`src/rtl/eval_pipe_module.sv`:
```
// Three-stage evaluation pipe: result = mode ? ROM(a[AW-1:0]) + ~b + a : ~b + a; one global stall holds every stage.
// Output appears three edges after capture; in_ready tracks !out_valid | out_ready. Macro SATURATE_EN clamps both additions.
module eval_pipe_module #(
  parameter int DW = 8,
  parameter int AW = 4
) (
  input  logic          clk,
  input  logic          rst,
  input  logic          in_valid,
  output logic          in_ready,
  input  logic [DW-1:0] in_a,
  input  logic [DW-1:0] in_b,
  input  logic          in_mode,
  output logic          out_valid,
  input  logic          out_ready,
  output logic [DW-1:0] out_result,
  output logic          out_mode,
  output logic [15:0]   kernel_count
);

  function automatic logic [DW-1:0] rom_lookup(input logic [AW-1:0] addr);
    logic [DW-1:0] r;
    r = DW'(3);
    case (addr)
      AW'(0): r = DW'(57);
      AW'(1): r = DW'(61);
      AW'(2): r = DW'(22);
      AW'(3): r = DW'(98);
      AW'(4): r = DW'(121);
      AW'(5): r = DW'(17);
      AW'(6): r = DW'(13);
      default: r = DW'(3);
    endcase
    return r;
  endfunction

  function automatic logic [DW-1:0] add_op(input logic [DW-1:0] x, input logic [DW-1:0] y);
`ifdef SATURATE_EN
    logic [DW:0] s;
    s = {1'b0, x} + {1'b0, y};
    return s[DW] ? {DW{1'b1}} : s[DW-1:0];
`else
    return x + y;
`endif
  endfunction

  logic          adv;
  logic          s1_valid, s1_mode;
  logic [DW-1:0] s1_a, s1_nb, s1_rom;
  logic          s2_valid, s2_mode;
  logic [DW-1:0] s2_a, s2_sum;

  assign adv      = !out_valid | out_ready;
  assign in_ready = adv;

  // Stage 1: operand capture; the ROM register is enabled only by valid kernel samples.
  always_ff @(posedge clk or negedge rst) begin
    if (!rst) begin
      s1_valid <= 1'b0;
      s1_mode  <= 1'b0;
      s1_a     <= '0;
      s1_nb    <= '0;
      s1_rom   <= '0;
    end else if (adv) begin
      s1_valid <= in_valid;
      s1_mode  <= in_mode;
      s1_a     <= in_a;
      s1_nb    <= ~in_b;
      if (in_valid && in_mode)
        s1_rom <= rom_lookup(in_a[AW-1:0]);
    end
  end

  always_ff @(posedge clk or negedge rst) begin
    if (!rst) begin
      s2_valid <= 1'b0;
      s2_mode  <= 1'b0;
      s2_a     <= '0;
      s2_sum   <= '0;
    end else if (adv) begin
      s2_valid <= s1_valid;
      s2_mode  <= s1_mode;
      s2_a     <= s1_a;
      s2_sum   <= s1_mode ? add_op(s1_rom, s1_nb) : s1_nb;
    end
  end

  always_ff @(posedge clk or negedge rst) begin
    if (!rst) begin
      out_valid  <= 1'b0;
      out_mode   <= 1'b0;
      out_result <= '0;
    end else if (adv) begin
      out_valid  <= s2_valid;
      out_mode   <= s2_mode;
      out_result <= add_op(s2_sum, s2_a);
    end
  end

  always_ff @(posedge clk or negedge rst) begin
    if (!rst)
      kernel_count <= '0;
    else if (out_valid && out_ready && out_mode)
      kernel_count <= kernel_count + 16'd1;
  end

endmodule

```
`config.mk`:
```
export PLATFORM = sky130hd
export DESIGN_NAME = eval_pipe_module
export DESIGN_NICKNAME = d
export VERILOG_FILES = /design/src/rtl/eval_pipe_module.sv
export SDC_FILE = /design/constraint.sdc
export NUM_CORES = 1
export LEC_CHECK = 0
export ABC_AREA = 0
export CAP_MARGIN = 25
export CORE_ASPECT_RATIO = 1.25
export CORE_MARGIN = 1.5
export CORE_UTILIZATION = 55
export DETAILED_ROUTE_END_ITERATION = 16
export PLACE_DENSITY = 0.82
export RECOVER_POWER = 50
export SYNTH_ARGS = -nofsm -noshare
export SYNTH_HDL_FRONTEND = slang
export SYNTH_SLANG_ARGS = --single-unit
```
`constraint.sdc`:
```
create_clock -name clk -period 2.85 [get_ports clk]
set_clock_uncertainty 0.15 [all_clocks]
set_input_delay 0.57 -clock clk [delete_from_list [all_inputs] [get_ports clk]]
set_output_delay 0.57 -clock clk [all_outputs]
set_load 0.03 [all_outputs]
```
==> results.yml <==
drt:
  vias: 2581
  drt-pass1-iter-count: 5
  remaining_drc_errors: 0
  detail_route.wl_per_cell_um: 13.3
  routed_via_density: 5.40
  drtIter0Drc: 103
  drt-total-wl_mm: 6.36
  ant_nets: 0
critical_path:
  cp-end-kind: "primary output"
  crit_fanout: 3
  crit_start: "out_ready"
  critical-path-max-stage-delay_ns: 0.69
  cp_num_cells: 4
  crit_top_cell: "clkdlybuf4s50_1"
  r2r_start: "s1_nb[0]$_DFFE_PN0P_"
  startpoint_type: "input pin"
  criticalPathCategory: "in -> out"
  slowest_stage: "clkdlybuf4s50_1"
  worst_path_dominant_cell_family: "buffers and inverters"
  cp.arrival_ns: 1.94
  cp-endpoint: "in_ready"
  worst-path-buf-inv: 3
  critPathRequiredTime_ns: 2.13
  reg2reg_to: "s2_sum[6]$_DFFE_PN0P_"
  r2r_cells: 8
  rrSetupSlack_ns: 0.68
  worstPathCellList: "clkdlybuf4s50_1, nor2b_1, inv_2, clkdlybuf4s50_1"
global_routing:
  grt_max_degree: 70
  grt_first_pass_wirelength_mm: 10.9
  grt_pass1_vias: 2476
  grt_usage: 0.214
  antenna_found_initial: 0
  grt_overflow_total: 0
min_path:
  hp-class: "reg -> reg"
timing:
  slew-limit-headroom: -0.0931
  worstMarginPinSlew_ns: 1.64
  fin_setup_tns_ns: 0
  maxSlewViolCount: 70
  max_clock_freq_mhz: 375
  hold_viol: 0
  rsz0062_at_grt: "false"
  setup_viol: 0
  fin_crit_sh: 0.934
  period_needed_ns: 2.66
clocking:
  cts.clk_slew.worst_paths_ns: 0.07
  cts_buffers: 9
  clock_latency_ns: 0.34
  cts-root-buf: "clkbuf_8"
  cts_max_path_buffers: 2
  cts_sinks: 69
  cts_resized: 0
  cts_tree: "yes"
  ctsHoldBuffers: 0
  ctsHtreeMaxLevel: 3
  postCtsSetupRepairBufs: 0
placed_design:
  finalWeightedCongestion: 0.858
  io_buffers: 47
  post_dp_cell_area_um2: 3910
  dp_hpwl_mm: 4.55
synth:
  synth_area_um2: 3370
  syn_inst: 344
  yosys.area.top_type: "dfrtp_1"
  synthesis.nets: 382
  ys_seq_area_frac: 0.512
  synth-main-ff-cell: "dfrtp_1"
  synth_top_area_share: 0.512
  synth-seq-cells: 69
  synth_warnings: 0
  synth-edff-count: 0
  yosysUniqueCellTypes: 46
  async_flop_share: 1.00
  synth.avg_cell_area_um2: 9.80
  synthTopCellsByArea: "dfrtp_1 (51%), nand2_1 (9.4%), ha_1 (5.6%), xnor2_1 (4.4%), o21ai_0 (2.8%)"
floorplanning:
  fp.dieH_um: 90.5
  die-area_um2: 6610
  die_w_um: 73.0
  start_util: 0.576
  ios: 48
  rows: 31
  core_um2: 5860
run_status:
  status: "complete, but fails checks"
  violations: "capacitance limit, slew limit"
layout:
  syn2layout_area_growth_pct: 21.9
  fill_cells: 436
  fin_area_um2: 4110
  antenna_cells: 0
  fin_nets: 429
  drive_above_1_share: 0.0732
power:
  ir_drop_uv: 407
  p_leak_nw: 1.89
  power_density_nw_per_um2: 960
flow_run:
  maxCapViolations: 1
## layout by cell type, fill, tap and decap left out, types with 2 or more instances in the layout
master,count
a21oi_1,16
nand3b_1,2
nor2_1,23
nor3b_1,3
o21a_1,3
o21ai_0,19
dfrtp_1,69
and4_4,2
nand2b_1,7
a211o_1,2
a211oi_1,7
fa_1,2
inv_1,6
xor2_1,4
clkinv_2,3
nand3_1,10
clkdlybuf4s50_1,46
mux2i_1,6
o31ai_1,2
a22o_1,4
nor2b_1,3
nand4_1,2
clkbuf_8,12
and3_1,2
a21o_1,3
nand2_1,84
xnor2_1,17
ha_1,15
## layout make-up
type | instances | area [um2] | area share
multi-input combinational | 254 | 1550 | 0.376
sequential | 69 | 1730 | 0.420
clock inverter | 4 | 45.0 | 0.0110
inverter | 7 | 26.3 | 0.00639
timing repair buffer | 50 | 498 | 0.121
clock buffer | 12 | 165 | 0.0402
tap | 82 | 103 | 0.0250
## state kept, by name, indices dropped and copies added (netlist names)
signal        flops
s2_mode           1
s2_sum            8
s1_valid          1
out_mode          1
kernel_count     16
out_result        8
s2_valid          1
s2_a              8
out_valid         1
s1_nb             8
s1_mode           1
s1_rom            7
s1_a              8
## stage by stage
stage	utilization	power, mW	setup slack [ns]	hold slack [ns]	instances
3_5_place_dp	0.668	3.14	0.184	0.297	462
6_report	0.702	3.94	0.187	0.321	478
2_1_floorplan	-	2.64	0.888	0.124	344
4_1_cts	0.704	3.97	0.173	0.291	478
5_1_grt	0.702	4.22	0.140	0.331	478
3_3_place_gp	0.668	3.07	0.179	0.300	462
## worst reg2reg max path: cells and delay by family, from the launching register on
kind	cells	cell delay (ns)
adders and majority gates	2	0.60
AOI/OAI and AO/OA	3	0.57
DFF	1	0.39
and+or+nand+nor	1	0.18
muxes	1	0.11
buffers and inverters	1	0.06
## cell usage after synthesis (all sizes together), types with 3 or more instances
master	number
nor2b	3
nand3	11
ha	15
xor2	4
o21ai	20
nor2	23
nor3b	3
dfrtp	69
inv	7
a22o	4
mux2i	6
nand2b	7
and3	3
a21o	3
clkbuf	5
xnor2	17
buf	9
and4	3
a211oi	8
a21oi	16
nand2	84
o21a	3
## metal layers
layer / GRT usage / up-vias / routed length, um
li1: - / 1268 / -
met1: 0.259 / 1242 / 2710
met2: 0.344 / 55 / 3240
met3: 0.0357 / 16 / 187
met4: 0.140 / 0 / 217
met5: 0 / - / 0
## kinds of logic (layout without fill, tap and decap cells)
group / count (synthesis) / after routing / share of synthesized area
xor gates and xnor gates: 21 / 21 / 0.0545
adders and majority gates: 17 / 17 / 0.0675
DFF: 69 / 69 / 0.512
buffers and inverters: 21 / 73 / 0.0275
AOI/OAI and AO/OA: 65 / 65 / 0.124
muxes: 6 / 6 / 0.0178
and+or+nand+nor: 145 / 145 / 0.196
## worst min path at each step
stage	startpoint	slack (ns)	depth (start not counted)	to
CTS	rst	0.29	2	out_result[0]$_DFFE_PN0P_
floorplan	rst	0.12	0	kernel_count[0]$_DFFE_PN0P_
global placement	s2_valid$_DFFE_PN0P_	0.30	2	s2_valid$_DFFE_PN0P_
detailed placement	s2_valid$_DFFE_PN0P_	0.30	1	out_valid$_DFFE_PN0P_
global route	s2_valid$_DFFE_PN0P_	0.33	1	out_valid$_DFFE_PN0P_
finish	s2_valid$_DFFE_PN0P_	0.32	1	out_valid$_DFFE_PN0P_
## power breakdown
part           total (mW)  internal (mW)  switching [mW]
Sequential           1.50           1.28           0.224
Combinational        1.62          0.722           0.895
Clock               0.826          0.471           0.355
Total                3.94           2.47            1.47
Power figures use the tool's default switching activity.
